File: config.mk
export PLATFORM = sky130hd
export DESIGN_NAME = rom_fetch_arbiter
export DESIGN_NICKNAME = d
export VERILOG_FILES = /design/src/rtl/rom_fetch_arbiter_pkg.sv /design/src/rtl/rom_fetch_arbiter_cache_line.sv /design/src/rtl/rom_fetch_arbiter.sv
export SDC_FILE = /design/constraint.sdc
export NUM_CORES = 1
export LEC_CHECK = 0
export CORE_MARGIN = 4
export CORE_UTILIZATION = 49
export CTS_BUF_LIST = sky130_fd_sc_hd__clkbuf_4 sky130_fd_sc_hd__clkbuf_8
export DETAILED_ROUTE_END_ITERATION = 8
export PLACE_DENSITY = 0.83
export SYNTH_ARGS = -nofsm -noshare
export SYNTH_HDL_FRONTEND = slang
export SYNTH_SLANG_ARGS = --single-unit
File: constraint.sdc
create_clock -name clk -period 2.9 [get_ports clk]
set_clock_uncertainty 0.2 [all_clocks]
set_input_delay 0.29 -clock clk [delete_from_list [all_inputs] [get_ports clk]]
set_output_delay 0.29 -clock clk [all_outputs]
set_load 0.01 [all_outputs]
File: src/rtl/rom_fetch_arbiter_pkg.sv
// ----------------------------------------------------------------------------
// rom_fetch_arbiter_pkg
// Shared definitions for the ROM fetch arbiter: FSM state encoding, grant
// identifiers, default SDRAM base offsets and cache tag widths.
// ----------------------------------------------------------------------------
package rom_fetch_arbiter_pkg;

    typedef enum logic [1:0] {
        ST_IDLE,
        ST_REQ,
        ST_FILL
    } state_t;

    // Grant identifiers; also the encoding of the last_grant register.
    localparam logic GRANT_M68K = 1'b0;
    localparam logic GRANT_Z80  = 1'b1;

    // Default SDRAM byte offsets of the two ROM regions.
    localparam logic [23:0] DEF_M68K_BASE = 24'h000000;
    localparam logic [23:0] DEF_Z80_BASE  = 24'h040000;

    // Cache tags are word addresses.
    localparam int M68K_TAG_W = 17;
    localparam int Z80_TAG_W  = 15;

endpackage

File: src/rtl/rom_fetch_arbiter_cache_line.sv
// ----------------------------------------------------------------------------
// rom_cache_line
// One-entry read cache: a word-address tag, a 16-bit data word and a valid
// bit, plus the hit compare against the current lookup address.
//
// Ports:
//   clk, reset      system clock, asynchronous active-high reset
//   i_wr            write strobe (fill from SDRAM)
//   i_wr_tag        tag stored on fill
//   i_wr_data       data word stored on fill
//   i_lookup_tag    word address currently presented by the CPU
//   o_hit           valid and tag matches the lookup address
//   o_data          cached data word
// ----------------------------------------------------------------------------
module rom_cache_line #(
    parameter int TAG_W = 17
) (
    input  logic             clk,
    input  logic             reset,
    input  logic             i_wr,
    input  logic [TAG_W-1:0] i_wr_tag,
    input  logic [15:0]      i_wr_data,
    input  logic [TAG_W-1:0] i_lookup_tag,
    output logic             o_hit,
    output logic [15:0]      o_data
);

    logic             r_valid;
    logic [TAG_W-1:0] r_tag;
    logic [15:0]      r_data;

    // NOTE: sequential state is always updated with non-blocking assignments
    // so every register samples the pre-edge values of its inputs.
    always_ff @(posedge clk or posedge reset) begin
        if (reset) begin
            r_valid <= 1'b0;
        end else if (i_wr) begin
            r_valid <= 1'b1;
        end
    end

    // NOTE: tag and data are storage, not control; only the valid bit needs a
    // reset because nothing reads them while valid is clear.
    always_ff @(posedge clk) begin
        if (i_wr) begin
            r_tag  <= i_wr_tag;
            r_data <= i_wr_data;
        end
    end

    assign o_hit  = r_valid && (r_tag == i_lookup_tag);
    assign o_data = r_data;

endmodule

File: src/rtl/rom_fetch_arbiter.sv
// ----------------------------------------------------------------------------
// rom_fetch_arbiter
// Shares the single SDRAM ROM read port between the M68K program ROM and the
// Z80 sound ROM. Each side has a one-word cache; misses are queued as pending
// flags and served round-robin. Produces the M68K data-ready (DTACK source)
// and the Z80 WAIT_n.
//
// Ports:
//   clk, reset      system clock, asynchronous active-high reset
//   m68k_rom_cs     decoded M68K ROM select (qualified by AS)
//   m68k_a          M68K word address [17:1]
//   m68k_rom_dout   registered read data to the M68K
//   m68k_rom_ok     registered data valid (DTACK source)
//   z80_rom_cs      decoded Z80 ROM select (qualified by MREQ)
//   z80_addr        Z80 byte address
//   z80_rom_dout    read byte to the Z80 (combinational from the cache)
//   z80_wait_n      low while a Z80 miss is outstanding (combinational)
//   rom_req         SDRAM read request, level, held until rom_ack
//   rom_addr        SDRAM byte address, always even
//   rom_ack         one-cycle acknowledge, rom_data valid with it
//   rom_data        SDRAM read word
// ----------------------------------------------------------------------------
module rom_fetch_arbiter
    import rom_fetch_arbiter_pkg::*;
#(
    parameter logic [23:0] M68K_BASE = DEF_M68K_BASE,
    parameter logic [23:0] Z80_BASE  = DEF_Z80_BASE
) (
    input  logic        clk,
    input  logic        reset,
    input  logic        m68k_rom_cs,
    input  logic [16:0] m68k_a,
    output logic [15:0] m68k_rom_dout,
    output logic        m68k_rom_ok,
    input  logic        z80_rom_cs,
    input  logic [15:0] z80_addr,
    output logic [7:0]  z80_rom_dout,
    output logic        z80_wait_n,
    output logic        rom_req,
    output logic [23:0] rom_addr,
    input  logic        rom_ack,
    input  logic [15:0] rom_data
);

    state_t                  r_state;
    logic                    r_last_grant;
    logic                    r_rom_req;
    logic [23:0]             r_rom_addr;
    logic                    r_m68k_ok;
    logic [15:0]             r_m68k_dout;
    logic                    r_m68k_pend;
    logic                    r_z80_pend;
    logic [M68K_TAG_W-1:0]   r_m68k_tag;
    logic [Z80_TAG_W-1:0]    r_z80_tag;

    logic                    w_m68k_line_hit;
    logic                    w_z80_line_hit;
    logic [15:0]             w_m68k_line_data;
    logic [15:0]             w_z80_line_data;
    logic [Z80_TAG_W-1:0]    w_z80_word;
    logic                    w_m68k_hit;
    logic                    w_m68k_miss;
    logic                    w_z80_hit;
    logic                    w_z80_miss;
    logic                    w_m68k_want;
    logic                    w_z80_want;
    logic [M68K_TAG_W-1:0]   w_m68k_tag_eff;
    logic [Z80_TAG_W-1:0]    w_z80_tag_eff;
    logic                    w_grant;
    logic                    w_fill;
    logic                    w_m68k_wr;
    logic                    w_z80_wr;

    assign w_z80_word  = z80_addr[15:1];

    assign w_m68k_hit  = m68k_rom_cs && w_m68k_line_hit;
    assign w_m68k_miss = m68k_rom_cs && !w_m68k_line_hit;
    assign w_z80_hit   = z80_rom_cs && w_z80_line_hit;
    assign w_z80_miss  = z80_rom_cs && !w_z80_line_hit;

    // A fresh miss competes in the same cycle it appears; an already pending
    // side competes with its latched address.
    assign w_m68k_want    = r_m68k_pend || w_m68k_miss;
    assign w_z80_want     = r_z80_pend || w_z80_miss;
    assign w_m68k_tag_eff = r_m68k_pend ? r_m68k_tag : m68k_a;
    assign w_z80_tag_eff  = r_z80_pend ? r_z80_tag : w_z80_word;

    // NOTE: every signal written in always_comb gets a default first so no
    // path leaves it unassigned and no latch is inferred.
    always_comb begin
        w_grant = GRANT_Z80;
        if (w_m68k_want && w_z80_want) begin
            w_grant = (r_last_grant == GRANT_Z80) ? GRANT_M68K : GRANT_Z80;
        end else if (w_m68k_want) begin
            w_grant = GRANT_M68K;
        end
    end

    // r_last_grant doubles as the owner of the request in flight.
    assign w_fill    = (r_state == ST_REQ) && rom_ack;
    assign w_m68k_wr = w_fill && (r_last_grant == GRANT_M68K);
    assign w_z80_wr  = w_fill && (r_last_grant == GRANT_Z80);

    rom_cache_line #(.TAG_W(M68K_TAG_W)) u_m68k_line (
        .clk          (clk),
        .reset        (reset),
        .i_wr         (w_m68k_wr),
        .i_wr_tag     (r_m68k_tag),
        .i_wr_data    (rom_data),
        .i_lookup_tag (m68k_a),
        .o_hit        (w_m68k_line_hit),
        .o_data       (w_m68k_line_data)
    );

    rom_cache_line #(.TAG_W(Z80_TAG_W)) u_z80_line (
        .clk          (clk),
        .reset        (reset),
        .i_wr         (w_z80_wr),
        .i_wr_tag     (r_z80_tag),
        .i_wr_data    (rom_data),
        .i_lookup_tag (w_z80_word),
        .o_hit        (w_z80_line_hit),
        .o_data       (w_z80_line_data)
    );

    always_ff @(posedge clk or posedge reset) begin
        if (reset) begin
            r_state      <= ST_IDLE;
            r_last_grant <= GRANT_Z80;
            r_rom_req    <= 1'b0;
            r_rom_addr   <= 24'h000000;
            r_m68k_ok    <= 1'b0;
            r_m68k_dout  <= 16'h0000;
            r_m68k_pend  <= 1'b0;
            r_z80_pend   <= 1'b0;
            r_m68k_tag   <= '0;
            r_z80_tag    <= '0;
        end else begin
            r_m68k_ok <= w_m68k_hit;
            if (w_m68k_hit) begin
                r_m68k_dout <= w_m68k_line_data;
            end

            // Latch a miss only once; an address change while pending is
            // picked up as a new miss after the current fill completes.
            if (w_m68k_miss && !r_m68k_pend) begin
                r_m68k_pend <= 1'b1;
                r_m68k_tag  <= m68k_a;
            end
            if (w_z80_miss && !r_z80_pend) begin
                r_z80_pend <= 1'b1;
                r_z80_tag  <= w_z80_word;
            end

            case (r_state)
                ST_IDLE: begin
                    if (w_m68k_want || w_z80_want) begin
                        r_last_grant <= w_grant;
                        r_rom_req    <= 1'b1;
                        r_rom_addr   <= (w_grant == GRANT_M68K)
                                      ? M68K_BASE + {6'b0, w_m68k_tag_eff, 1'b0}
                                      : Z80_BASE  + {8'b0, w_z80_tag_eff, 1'b0};
                        r_state      <= ST_REQ;
                    end
                end
                ST_REQ: begin
                    if (rom_ack) begin
                        r_rom_req <= 1'b0;
                        if (r_last_grant == GRANT_M68K) begin
                            r_m68k_pend <= 1'b0;
                        end else begin
                            r_z80_pend <= 1'b0;
                        end
                        r_state <= ST_FILL;
                    end
                end
                ST_FILL: begin
                    r_state <= ST_IDLE;
                end
                default: begin
                    r_state <= ST_IDLE;
                end
            endcase
        end
    end

    assign m68k_rom_ok   = r_m68k_ok;
    assign m68k_rom_dout = r_m68k_dout;
    assign rom_req       = r_rom_req;
    assign rom_addr      = r_rom_addr;

    // WAIT must be valid in the same T-state the Z80 samples it.
    assign z80_wait_n   = !(z80_rom_cs && !w_z80_line_hit);
    assign z80_rom_dout = w_z80_hit ? (z80_addr[0] ? w_z80_line_data[15:8]
                                                   : w_z80_line_data[7:0])
                                    : 8'h00;

endmodule

==> results of run 1 <==
-- metrics by stage --
stage	cells	power, mW
after detailed placement	628	5.39
final	660	6.95
after floorplan	376	4.48
after global placement	628	5.28
after CTS	660	7.01
after global routing	660	7.35
-- layer usage --
metal / share of wire / vias to the layer above / track usage
met4: 0.017 / 0 / 0.0726
li1: - / 1605 / -
met5: 0 / - / 0
met1: 0.45 / 1741 / 0.261
met2: 0.48 / 106 / 0.303
met3: 0.058 / 20 / 0.0632
-- cells by family after synthesis --
kind of cell / share of synthesized area
flops: 0.653
other cells: 0.000644
buf+inv: 0.0206
xor+xnor: 0.0481
simple gates: 0.0473
mux: 0.220
compound gates: 0.0103
-- power by group --
part | total [mW] | switching, mW | internal, mW | leakage (nW)
logic | 2.24 | 0.976 | 1.26 | 1.51
registers | 3.12 | 0.375 | 2.74 | 1.50
clock network | 1.60 | 0.752 | 0.844 | 0.178
total | 6.95 | 2.10 | 4.85 | 3.19
-- layout make-up --
| cell class | instances | share of cell area |
|---|---|---|
| sequential | 139 | 0.499 |
| tap | 143 | 0.0235 |
| inverter | 3 | 0.00148 |
| multi-input combinational | 217 | 0.257 |
| timing repair buffer | 126 | 0.165 |
| clock buffer | 17 | 0.0307 |
| clock inverter | 15 | 0.0232 |
-- registers in the layout, summed over array words and instances (netlist names) --
signal / flops
m68k_rom_ok: 1
m68k_rom_dout: 16
r_last_grant: 1
u_z80_line.o_data: 16
u_m68k_line.o_data: 16
r_z80_tag: 15
r_z80_pend: 1
u_z80_line.r_tag: 15
r_m68k_pend: 1
u_m68k_line.r_tag: 17
r_state: 2
rom_addr: 18
u_z80_line.r_valid: 1
rom_req: 1
r_m68k_tag: 17
u_m68k_line.r_valid: 1
-- path summary, 6_finish.rpt --
| check | depth (start not counted) | slack (ps) | to | start |
|---|---|---|---|---|
| max | 7 | 210 | z80_rom_dout[0] | u_z80_line.r_tag[11] |
| min reg2reg | 1 | 270 | u_z80_line.r_valid | u_z80_line.r_valid |
| min | 2 | 70 | r_m68k_tag[16] | reset |
| min in group clk | 1 | 240 | u_m68k_line.o_data[11] | rom_data[11] |
| max in group asynchronous | 3 | 1680 | r_last_grant | reset |
| max reg2reg | 8 | 260 | rom_addr[8] | u_m68k_line.r_tag[10] |
-- what timing repair did --
action / 4_1_cts / 5_1_grt
resized for setup: 12 / 2
cloned: 0 / 0
endpoints found under the setup margin: 9 / 7
setup buffers: 0 / 0
pin swaps: 1 / 0
-- cells in the mapped netlist, types with 3 or more instances --
| cell | count | area (µm²) |
|---|---|---|
| dfrtp_1 | 74 | 1850 |
| mux2_2 | 65 | 732 |
| edfxtp_1 | 64 | 1920 |
| mux2i_1 | 55 | 551 |
| xnor2_1 | 29 | 254 |
| nor2_1 | 14 | 52.6 |
| nand4_1 | 10 | 62.6 |
| buf_4 | 7 | 52.6 |
| clkbuf_1 | 7 | 26.3 |
| nand2_1 | 7 | 26.3 |
| or2_2 | 4 | 25.0 |
| inv_1 | 3 | 11.3 |
| nand2b_1 | 3 | 18.8 |
| xor2_1 | 3 | 26.3 |
-- worst max-delay path, delay by kind of cell (launching register included) --
kind                      cells  cell delay [ps]
xor gates and xnor gates      1              170
buffers and inverters         2              470
and+or+nand+nor               4              700
DFF                           1              420
==> results.sh, run 1 <==
export IMPL_maxSlewViolCount=0
export IMPL_dpl_worst_slack_ps=-118
export IMPL_start_kind="flip-flop"
export IMPL_gr_total_overflow=0
export IMPL_leakage_nw=3.19
export IMPL_clock_fmax_mhz=371
export IMPL_ios=105
export IMPL_layout_commonest_cell="clkdlybuf4s50_1"
export IMPL_multiInputGateArea_um2=1960
export IMPL_num_fill_cells=843
export IMPL_tightest_slew_ps=956
export IMPL_design_area_um2=7610
export IMPL_die_y_um=117
export IMPL_placed_area_um2=7180
export IMPL_slew_headroom=0.360
export IMPL_synth_edff_count=64
export IMPL_syn_area_um2=5820
export IMPL_utilization=0.661
export IMPL_critPathMaxFanout=8
export IMPL_worst_slack_ps=207
export IMPL_clk_latency_ps=440
export IMPL_synth_cells=371
export IMPL_ys_seq_area_frac=0.653
export IMPL_postRouteAntennaNets=0
export IMPL_cap_violations=0
export IMPL_tns_ps=0
export IMPL_synth_ff_latch_count=139
export IMPL_fin_crit_sh=0.929
export IMPL_final_hold_violation_count=0
export IMPL_dr_pass1_iters=6
export IMPL_fin_nets=558
export IMPL_die_area_um2=13700
export IMPL_cts_tree="yes"
export IMPL_num_vias=3472
export IMPL_io_buffers=98
export IMPL_first_iter_violations=167
export IMPL_area_growth_pct=30.8
export IMPL_grt_pass1_vias=3793
export IMPL_power_density_nw_per_um2=913
export IMPL_cp_end_kind="primary output"
export IMPL_ys_async_sr_fraction=0.540
export IMPL_antenna_found_initial=0
export IMPL_post_route_min_period_ps=2690
export IMPL_drc=0
export IMPL_initial_utilization=0.506
export IMPL_diodes=0
export IMPL_peakVddDrop_v=0.000635
export IMPL_die_w_um=117
export IMPL_path_clk_slew_ps=80
export IMPL_core_area_um2=11500
export IMPL_wl_um=12400
export IMPL_grt_start_max_net_pins=51
export IMPL_cts_root_buf="clkbuf_8"
export IMPL_gp_congestion=0.819
export IMPL_htreeDepth=4
export IMPL_grt_pass1_wl_um=19700
export IMPL_register_area_um2=3800
export IMPL_cp_required_ps=2410
export IMPL_dpl_hpwl_um=8930
export IMPL_synth_area_per_cell_um2=15.7
export IMPL_critPathSlowestCell="edfxtp_1"
export IMPL_path_class="flip-flop to primary output"
export IMPL_hold_slack_ps=68.2
export IMPL_yosys_warnings=0
export IMPL_crit_arrival_ps=2200
export IMPL_synth_distinct_cells=35
export IMPL_via_per_inst=5.26
export IMPL_grt_usage=0.196
export IMPL_setup_violations=0
export IMPL_wl_per_cell_um=18.8
export IMPL_slowest_delay_ps=420
export IMPL_rows=39
export IMPL_numCtsBuffers=17
export IMPL_layout_common_cells="clkdlybuf4s50_1 (89), dfrtp_1 (74), mux2_2 (65)"
export IMPL_ctsHoldBuffers=0
export IMPL_clock_path_buffers=2
export IMPL_cts_sinks=139
export IMPL_synth_ff_type="dfrtp_1"
export IMPL_hold_path_class="primary input to asynchronous set/reset pin"
export IMPL_crit_chain="xnor2_2 -> nand4_1 -> nor4_2 -> nand2_1 -> buf_4 -> nor2_1 -> dlygate4sd2_1"
export IMPL_post_route_cells_drive_above_1_share=0.273
export IMPL_rsz0062_at_grt="no"
export IMPL_status="completed"
Note: power is estimated with default switching activity, not from simulation.
==> run 2, diff against run 1 <==
--- a/config.mk
+++ b/config.mk
@@ -9,6 +9,7 @@
 export CORE_UTILIZATION = 49
 export CTS_BUF_LIST = sky130_fd_sc_hd__clkbuf_4 sky130_fd_sc_hd__clkbuf_8
 export DETAILED_ROUTE_END_ITERATION = 8
+export GPL_ROUTABILITY_DRIVEN = 0
 export PLACE_DENSITY = 0.83
 export SYNTH_ARGS = -nofsm -noshare
 export SYNTH_HDL_FRONTEND = slang
==> results of run 2 <==
Final layout, timing and power as in run 1 (identical DEF).
==> run 3, diff against run 2 <==
--- a/config.mk
+++ b/config.mk
@@ -10,7 +10,7 @@
 export CTS_BUF_LIST = sky130_fd_sc_hd__clkbuf_4 sky130_fd_sc_hd__clkbuf_8
 export DETAILED_ROUTE_END_ITERATION = 8
 export GPL_ROUTABILITY_DRIVEN = 0
-export PLACE_DENSITY = 0.83
+export PLACE_DENSITY = 0.84
 export SYNTH_ARGS = -nofsm -noshare
 export SYNTH_HDL_FRONTEND = slang
 export SYNTH_SLANG_ARGS = --single-unit
==> results.sh, run 3 (synthesis gave the netlist of run 1 again) <==
export IMPL_io_buffers=98
export IMPL_leakage_nw=3.31
export IMPL_htreeDepth=4
export IMPL_setup_violations=0
export IMPL_cp_required_ps=2410
export IMPL_register_area_um2=3800
export IMPL_r2r_end="r_m68k_tag[8]"
export IMPL_fin_crit_sh=0.932
export IMPL_via_per_inst=5.28
export IMPL_ios=105
export IMPL_dpl_hpwl_um=9290
export IMPL_layout_commonest_cell="clkdlybuf4s50_1"
export IMPL_critPathMaxFanout=8
export IMPL_peakVddDrop_v=0.000572
export IMPL_hold_slack_ps=32.7
export IMPL_die_w_um=117
export IMPL_antenna_found_initial=0
export IMPL_r2r_start="u_m68k_line.r_tag[15]"
export IMPL_initial_utilization=0.506
export IMPL_dpl_worst_slack_ps=-186
export IMPL_diodes=0
export IMPL_clk_latency_ps=430
export IMPL_design_area_um2=7750
export IMPL_fin_nets=580
export IMPL_cts_root_buf="clkbuf_8"
export IMPL_grt_usage=0.194
export IMPL_largest_reg_flops=18
export IMPL_wl_um=12600
export IMPL_final_hold_violation_count=0
export IMPL_placed_area_um2=7310
export IMPL_dr_pass1_iters=4
export IMPL_path_class="flip-flop to primary output"
export IMPL_numCtsBuffers=17
export IMPL_crit_arrival_ps=2210
export IMPL_clock_path_buffers=2
export IMPL_worst_slack_ps=197
export IMPL_cts_sinks=139
export IMPL_layout_common_cells="clkdlybuf4s50_1 (89), dfrtp_1 (74), mux2_2 (65)"
export IMPL_grt_pass1_vias=3927
export IMPL_tightest_slew_ps=963
export IMPL_grt_pass1_wl_um=19800
export IMPL_path_clk_slew_ps=80
export IMPL_post_route_min_period_ps=2700
export IMPL_core_area_um2=11500
export IMPL_hold_path_class="primary input to asynchronous set/reset pin"
export IMPL_power_density_nw_per_um2=913
export IMPL_gr_total_overflow=0
export IMPL_die_area_um2=13700
export IMPL_num_fill_cells=825
export IMPL_first_iter_violations=245
export IMPL_cap_violations=0
export IMPL_post_route_cells_drive_above_1_share=0.291
export IMPL_cts_tree="yes"
export IMPL_maxSlewViolCount=0
export IMPL_wl_per_cell_um=18.5
export IMPL_die_y_um=117
export IMPL_met1_usage=0.244
export IMPL_ctsHoldBuffers=0
export IMPL_grtUsageMet2=0.328
export IMPL_rsz0062_at_grt="no"
export IMPL_worst_r2r_path_depth=7
export IMPL_utilization=0.673
export IMPL_status="completed"
export IMPL_postRouteAntennaNets=0
export IMPL_rows=39
export IMPL_area_growth_pct=33.1
export IMPL_slew_headroom=0.355
export IMPL_drc=0
export IMPL_clock_fmax_mhz=370
export IMPL_busiest_layer="met2"
export IMPL_cp_end_kind="primary output"
export IMPL_start_kind="flip-flop"
export IMPL_grt_start_max_net_pins=35
export IMPL_r2r_slack_ps=260
export IMPL_num_vias=3599
export IMPL_gr_usage_met3=0.0576
export IMPL_multiInputGateArea_um2=1950
run 3: cell types whose count changed in the layout (fill, tap and decap cells not counted), sizes merged:
cell,delta
clkbuf,+1
clkinvlp,-7
clkinv,+5
buf,+22
bufinv,+1
run 3: layer usage:
metal	up-vias	wire, µm
met2	116	6410
li1	1649	-
met4	0	172
met1	1819	5350
met3	15	682
met5	-	0
run 3: worst max-delay path: stages, from the launching register on:
cell           delay (ps)
edfxtp_1              410
xnor2_2               180
nand4_1               170
nor4_1                310
nand2_1               100
buf_4                 180
nor2_1                150
dlygate4sd2_1         290
run 3: power by group:
part           leakage (nW)  switching (mW)  internal, mW
combinational          1.60            1.00          1.31
sequential             1.50           0.366          2.74
clock                 0.206           0.714         0.934
run 3: through the flow:
stage                     std cells  power [mW]  setup TNS [ps]
after floorplan                 376        4.48               0
after global placement          649        5.34           -1490
after detailed placement        649        5.47           -2490
after CTS                       682        7.13               0
after global routing            682        7.44               0
final                           682        7.08               0
run 3: how the worst max path moves through the flow:
stage | startpoint | endpoint | slack, ps | cells past startpoint
after floorplan | r_state[1] | u_m68k_line.o_data[0] | 60 | 3
after global placement | m68k_a[7] | r_m68k_tag[4] | -150 | 8
after detailed placement | m68k_a[7] | r_m68k_tag[8] | -190 | 8
after CTS | u_z80_line.r_tag[14] | z80_rom_dout[7] | 200 | 7
after global routing | u_z80_line.r_tag[14] | z80_rom_dout[2] | 40 | 7
final | u_z80_line.r_tag[14] | z80_rom_dout[3] | 200 | 7
run 3: cell type report:
class                           count  area share
Clock inverter                     14      0.0229
Inverter                            3     0.00145
Clock buffer                       18      0.0312
Multi-Input combinational cell    217       0.251
Tap cell                          143      0.0231
Sequential cell                   139       0.490
Timing Repair Buffer              148       0.180
run 3: what timing repair did:
action,CTS,global route
endpoints found under the setup margin,9,0
buffers inserted,1,0
gates resized for setup,12,0
